**src/rtl/mc_seq_pkg.sv**
```systemverilog
// Shared types and constants for the multi-cycle sequencer.
package mc_seq_pkg;

  typedef enum logic [2:0] {
    S_FETCH  = 3'd0,
    S_FWAIT  = 3'd1,
    S_DECODE = 3'd2,
    S_EXEC   = 3'd3,
    S_MEM    = 3'd4,
    S_MWAIT  = 3'd5,
    S_WB     = 3'd6,
    S_HALT   = 3'd7
  } state_e;

  localparam logic [1:0] HC_NONE    = 2'b00;
  localparam logic [1:0] HC_ILLEGAL = 2'b01;
  localparam logic [1:0] HC_IMEM_TO = 2'b10;
  localparam logic [1:0] HC_DMEM_TO = 2'b11;

  localparam int TIMEOUT_CYC_DEF = 16;

endpackage

```
**src/rtl/mc_seq_timeout.sv**
```systemverilog
// Wait-cycle counter shared by the fetch and data memory handshakes.
// expired flags the cycle whose wait would bring the count to limit.
module mc_seq_timeout #(
  parameter int CNT_W = 5
) (
  input  logic             clk,
  input  logic             rst_n,
  input  logic             clr,
  input  logic             en,
  input  logic [CNT_W-1:0] limit,
  output logic             expired
);

  logic [CNT_W-1:0] cnt;

  // Count waiting cycles; clear wins so a new state always starts from 0.
  always_ff @(posedge clk) begin
    if (!rst_n)   cnt <= '0;
    else if (clr) cnt <= '0;
    else if (en)  cnt <= cnt + 1'b1;
  end

  assign expired = (cnt == limit - 1'b1);

endmodule

```
**src/rtl/mc_seq_ctrl.sv**
```systemverilog
// Multi-cycle sequencer: fetch/decode/exec/mem/wb ordering, memory
// handshakes, IR/PC/RF strobes and sticky halt.
// Optional MC_SEQ_PERF_EN adds cycle and retired-instruction counters.
module mc_seq_ctrl
  import mc_seq_pkg::*;
#(
  parameter int TIMEOUT_CYC = TIMEOUT_CYC_DEF,
  parameter int CNT_W       = 5
) (
  input  logic        clk,
  input  logic        rst_n,
  output logic        imem_req_valid,
  input  logic        imem_req_ready,
  input  logic        imem_rsp_valid,
  output logic        dmem_req_valid,
  output logic        dmem_req_we,
  input  logic        dmem_req_ready,
  input  logic        dmem_rsp_valid,
  input  logic        dec_mem_read,
  input  logic        dec_mem_write,
  input  logic        dec_reg_write,
  input  logic        dec_illegal,
  output logic        ir_we,
  output logic        pc_we,
  output logic        rf_we,
  output logic [2:0]  state_o,
  output logic        halt,
`ifdef MC_SEQ_PERF_EN
  output logic [63:0] perf_cycle,
  output logic [63:0] perf_instret,
`endif
  output logic [1:0]  halt_cause
);

  state_e     state, state_nxt;
  logic [1:0] cause_nxt;
  logic       to_en, to_exp;

  mc_seq_timeout #(.CNT_W(CNT_W)) u_to (
    .clk     (clk),
    .rst_n   (rst_n),
    .clr     (state_nxt != state),
    .en      (to_en),
    .limit   (CNT_W'(TIMEOUT_CYC)),
    .expired (to_exp)
  );

  // State register; reset abandons any in-flight memory transaction.
  always_ff @(posedge clk) begin
    if (!rst_n) state <= S_FETCH;
    else        state <= state_nxt;
  end

  // Halt cause is captured only on the transition into HALT.
  always_ff @(posedge clk) begin
    if (!rst_n)                                   halt_cause <= HC_NONE;
    else if (state != S_HALT && state_nxt == S_HALT) halt_cause <= cause_nxt;
  end

  // Next-state, handshake valids and strobes, all decoded from state.
  always_comb begin
    state_nxt      = state;
    cause_nxt      = HC_NONE;
    imem_req_valid = 1'b0;
    dmem_req_valid = 1'b0;
    dmem_req_we    = 1'b0;
    ir_we          = 1'b0;
    pc_we          = 1'b0;
    rf_we          = 1'b0;
    to_en          = 1'b0;
    case (state)
      S_FETCH: begin
        imem_req_valid = 1'b1;
        if (imem_req_ready) state_nxt = S_FWAIT;
        else begin
          to_en = 1'b1;
          if (to_exp) begin state_nxt = S_HALT; cause_nxt = HC_IMEM_TO; end
        end
      end
      S_FWAIT: begin
        if (imem_rsp_valid) begin
          ir_we     = 1'b1;
          state_nxt = S_DECODE;
        end else begin
          to_en = 1'b1;
          if (to_exp) begin state_nxt = S_HALT; cause_nxt = HC_IMEM_TO; end
        end
      end
      S_DECODE: begin
        if (dec_illegal) begin state_nxt = S_HALT; cause_nxt = HC_ILLEGAL; end
        else state_nxt = S_EXEC;
      end
      S_EXEC: state_nxt = (dec_mem_read || dec_mem_write) ? S_MEM : S_WB;
      S_MEM: begin
        dmem_req_valid = 1'b1;
        dmem_req_we    = dec_mem_write;
        if (dmem_req_ready) state_nxt = S_MWAIT;
        else begin
          to_en = 1'b1;
          if (to_exp) begin state_nxt = S_HALT; cause_nxt = HC_DMEM_TO; end
        end
      end
      S_MWAIT: begin
        if (dmem_rsp_valid) state_nxt = S_WB;
        else begin
          to_en = 1'b1;
          if (to_exp) begin state_nxt = S_HALT; cause_nxt = HC_DMEM_TO; end
        end
      end
      S_WB: begin
        pc_we     = 1'b1;
        rf_we     = dec_reg_write;
        state_nxt = S_FETCH;
      end
      default: ;
    endcase
  end

  assign state_o = state;
  assign halt    = (state == S_HALT);

`ifdef MC_SEQ_PERF_EN
  // Performance counters; both freeze once halted.
  always_ff @(posedge clk) begin
    if (!rst_n) begin
      perf_cycle   <= '0;
      perf_instret <= '0;
    end else if (state != S_HALT) begin
      perf_cycle <= perf_cycle + 64'd1;
      if (state == S_WB) perf_instret <= perf_instret + 64'd1;
    end
  end
`endif

endmodule

```
**config.mk**
```make
export PLATFORM = sky130hd
export DESIGN_NAME = mc_seq_ctrl
export DESIGN_NICKNAME = d
export VERILOG_FILES = /design/src/rtl/mc_seq_pkg.sv /design/src/rtl/mc_seq_timeout.sv /design/src/rtl/mc_seq_ctrl.sv
export SDC_FILE = /design/constraint.sdc
export NUM_CORES = 1
export LEC_CHECK = 0
export ABC_AREA = 1
export CAP_MARGIN = 20
export CORE_ASPECT_RATIO = 0.9
export CORE_UTILIZATION = 42
export DETAILED_ROUTE_END_ITERATION = 8
export PLACE_DENSITY_LB_ADDON = 0.2
export SLEW_MARGIN = 20
export SYNTH_ARGS = -nofsm -noshare
export SYNTH_HDL_FRONTEND = slang
export SYNTH_SLANG_ARGS = --single-unit
```
**constraint.sdc**
```tcl
create_clock -name clk -period 1.4 [get_ports clk]
set_input_delay 0.28 -clock clk [delete_from_list [all_inputs] [get_ports clk]]
set_output_delay 0.28 -clock clk [all_outputs]
set_load 0.01 [all_outputs]
```
Word level (Yosys, flattened, before mapping)
Cells that the tools add are included.

Bits in registers: 10. Latch bits: 0. RAM bits: 0. Memory bits (read-only): 0. Bits of input ports: 10. Output and inout bits: 12. Logic and storage cells: 48. Memories kept: 0.

$add $sub $neg: 1. Multiply operators: 0. Div/mod/pow operators: 0. Order comparisons: 0. Equal/unequal tests: 11. Shift operators: 0. Mux-type cells: 28. Bitwise gates (word level): 1. Reduce and logical (&&, ||, !) cells: 4.

Operators by type and width (number): $pmux 3 s7 (1); $mux 3 (6); $eq 3x3->1 const B (5); $mux 2 (7); $mux 1 (12); $pmux 2 s5 (1); $eq 3x2->1 const B (2); $add 5x1->5 const B (1); $eq 5x4->1 const B (1); $pmux 1 s4 (1); $eq 3x1->1 const B (1); $logic_not 3->1 (1); $ne 3x3->1 (1); $ne 3x3->1 const B (1); $reduce_or 2->1 (1); $logic_and 1x1->1 (1); $logic_or 1x1->1 (1); $not 1->1 (1).

Longest topological paths before layout
Word-level depth: 6. Depth in mapped cells: 14. Mapped depth without buffers: 14.

By module
Synthesis repeated with hierarchy kept, for this count alone.

Cells, all modules: 172. Area total of the unflattened synthesis: 948.4 µm².

By module, submodules not included: mc_seq_ctrl (instances 1, cells each 97, area each 540.5 µm², seq. area each 100.1 µm²); mc_seq_timeout (instances 1, cells each 75, area each 407.9 µm², seq. area each 100.1 µm²).

Worst setup path after synthesis
Ideal clock, no wire load.

Path kind: register to output. Start point: register state[2] (netlist: state_o[2]). End point: output rf_we. Arrival time: 1348 ps. Required time: 1120 ps. Path slack: -228 ps. Stages on the path, launching flop included: 6. Path buffers: 1. Cell sequence: dfxtp_1 buf_4 inv_1 nor3_1 inv_1 nor2_1.

Word-level cells in the longest chain between the ends: 2.

Ends and longest elaborated chain: start: declaration (line mc_seq_ctrl.sv:35) `state_e state, state_nxt;`; start signal: assignment (line mc_seq_ctrl.sv:51) `else state <= state_nxt;`; $eq 3x3->1 (line mc_seq_ctrl.sv:71) `case (state)`; $mux 1 (line mc_seq_ctrl.sv:71); end: declaration (line mc_seq_ctrl.sv:25) `output logic rf_we,`.

No other way between the ends.

Worst setup path after layout
Start point: register u_to.cnt[0]. End point: register u_to.cnt[0].

Word-level cells in the longest chain between the ends: 6. Elaborated cells between the ends (all ways): 10. Classes of those cells: add/sub (1); eq/ne (2); mux (6); reduce/logical (1).

Ends and longest elaborated chain: start: declaration (line mc_seq_timeout.sv:14) `logic [CNT_W-1:0] cnt;`; start signal: assignment (line mc_seq_timeout.sv:20) `else if (en) cnt <= cnt + 1'b1;`; $eq 5x4->1 (line mc_seq_timeout.sv:23) `assign expired = (cnt == limit - 1'b1);`; $mux 3; $mux 3 (on tied branches); $pmux 3 s7 (line mc_seq_ctrl.sv:71); $ne 3x3->1 (line mc_seq_ctrl.sv:42) `.clr (state_nxt != state),`; $reduce_or 2->1 (no line).

Parallel ways exist; a longest one is shown, timed or not. A chain may end at the register's enable or synchronous reset.

==> results.cfg <==
[sta]
skew_ns = 0.000743
period_share_pct = 126
min_period_ns = 1.76
fin_ws_ns = -0.360
tightest_slew_ns = 0.210
setup_viol = 13
slew_headroom_pct = 85.8
fmax_mhz = 568
hold_viol_final = 0
report.final.slew_viol_count = 0
rsz0062_at_grt = yes

[global_routing]
antenna_found_initial = 0
grt_pass1_wl_um = 4020
grt_max_degree = 10
globalRoute.totalOverflow = 0
grt_usage_pct = 25.6
grt_pass1_vias = 955

[synth]
avgSynthCellArea_um2 = 6.43
synthesis.nets = 139
yosys_most_used_dff = dfxtp_1
ys_seq_area_share_pct = 24.5
async_reset_ff_share_pct = 0
yosysWarningCount = 0
synth-seq-cells = 10
synth_edf_count = 0
synth.distinct_cells = 22
syn_inst = 127
syn-cell-area_um2 = 817

[clock_network]
h-tree-depth = 1
cts_root_buf = clkbuf_4
cts.clk_slew.worst_paths_ns = 0.07
clock_latency_ns = 0.27
hold_buffers = 0
clock_path_buffers = 2
cts.sinks = 10
cts_inserted_buffers = 3
cts_tree = yes

[floorplan]
core_area_mm2 = 0.00175
row_count = 14
die_area_mm2 = 0.00213
start_util_pct = 46.6
die_h_um = 43.8
ios = 22
die_w_um = 48.5

[route]
wl_per_cell_um = 14.8
ant_nets = 0
wl_um = 3170
drt-pass1-iter-count = 4
route.detailed.drc = 0
vias_per_cell = 5.02
vias = 1075
drtIter0Drc = 44

[placed_design]
dp_cells = 207
hpwlAfterDp_um = 1850
placed_cell_area_mm2 = 0.00134
gp_congestion = 0.853
numPortBuffers = 21

[cells_and_area]
drive_above_1_share_pct = 55.3
final_common_cell = buf_4
final_nets = 203
stdcell_count = 214
fin_util_pct = 86.1
n_antenna_cell = 0
final_cell_mix = 32 x buf_4, 20 x inv_1, 16 x nand2_2
syn2layout_area_growth_pct = 84.5
stdcell_area_mm2 = 0.00151

[pwr]
vdd_drop_max_mv = 1.35
leakagePower_nw = 0.758
total_power_mw = 2.98
power_density_mw_per_mm2 = 1970

[worst_setup_path]
r2r_end = u_to.cnt[0]
rr_worst_depth = 13
worst-path-max-fanout = 5
end_kind = register
critPathArrivalTime_ns = 1.96
required_ns = 1.60
crit_start = u_to.cnt[0]
r2r_slack_ns = -0.36
endpoint = u_to.cnt[0]
r2r-start = u_to.cnt[0]
startpoint_type = register
setup.worst_path.class = register to register

[flow_run]
maxCapViolCount = 0

[worst_hold_path]
hold_path.class = register to register
whs_path_depth = 2

[outcome]
violations = setup timing
status = complete, but fails checks
## cell families after synthesis
| logic type | synth area share (%) |
|---|---|
| AOI/OAI and AO/OA | 6.12 |
| buffers and inverters | 13.5 |
| adders and majority gates | 3.06 |
| DFF | 24.5 |
| and+or+nand+nor | 50.7 |
| xor gates and xnor gates | 2.14 |
## what timing repair did
item / in CTS / in global routing
endpoints found under the setup margin: 21 / 19
pin swaps: 7 / 8
resized for setup: 53 / 25
setup buffers: 1 / 2
hold endpoints to repair: 0 / 0
## area by class of cell
cell class                      count  area [um^2]
Inverter                           26          103
Timing Repair Buffer               61          517
Multi-Input combinational cell     89          613
Sequential cell                    10          209
Clock buffer                        4         36.3
Tap cell                           24         30.0
Fill cell                         108          244
## registers in the layout, indices dropped and copies added, names as in the netlist
name and count:
halt_cause 2, state_o 3, u_to.cnt 5
## through the flow
stage	hold WS [ns]	setup WS (ns)	setup TNS, ns
3_3_place_gp	0.442	-0.318	-3.15
4_1_cts	0.460	-0.307	-2.29
3_5_place_dp	0.449	-0.358	-3.68
6_report	0.458	-0.360	-2.82
2_1_floorplan	0.400	-0.118	-0.823
5_1_grt	0.476	-0.437	-3.67
## layer usage
metal / GRT usage [%] / vias up / part of all wire [%] / wire length [um]
met3: 5.96 / 11 / 4.3 / 137
met1: 30.9 / 499 / 42 / 1340
met2: 45.9 / 44 / 51 / 1610
met4: 7.65 / 0 / 2.8 / 88
li1: - / 521 / - / -
met5: 0 / - / 0 / 0
## power by group
group | leakage [nW] | internal [mW] | switching (mW)
clock network | 0.0210 | 0.158 | 0.107
registers | 0.0835 | 0.356 | 0.0656
logic | 0.653 | 1.06 | 1.23
total | 0.758 | 1.57 | 1.41
## critical path, stage by stage, from the launching register on
cell and delay [ns]:
dfxtp_2 0.35, ha_4 0.17, inv_4 0.07, nor3_4 0.04, ha_4 0.17, nor2_4 0.12, nand2_2 0.06, nand2_1 0.06
nand2_1 0.05, nor2_2 0.16, nand2_2 0.09, nand2_2 0.08, nand3_4 0.11, nor3_2 0.16
## cell usage after synthesis, types with 4 or more instances
cell type  count  area, um^2
a21oi_1        7        35.0
nand2_1       20        75.1
nor3_2         5        50.1
nor2_2         4        25.0
nor2_1        14        52.6
nand2_2       11        68.8
dfxtp_1       10         200
inv_1         24        90.1
nand3_1       13        65.1
## how the worst min path moves through the flow
stage / from / to / slack [ns]
finish: halt_cause[0] / halt_cause[0] / 0.46
floorplan: rst_n / halt_cause[1] / 0.40
global placement: halt_cause[0] / halt_cause[0] / 0.44
global route: halt_cause[0] / halt_cause[0] / 0.48
CTS: halt_cause[0] / halt_cause[0] / 0.46
detailed placement: halt_cause[0] / halt_cause[0] / 0.45
Power figures use the tool's default switching activity.
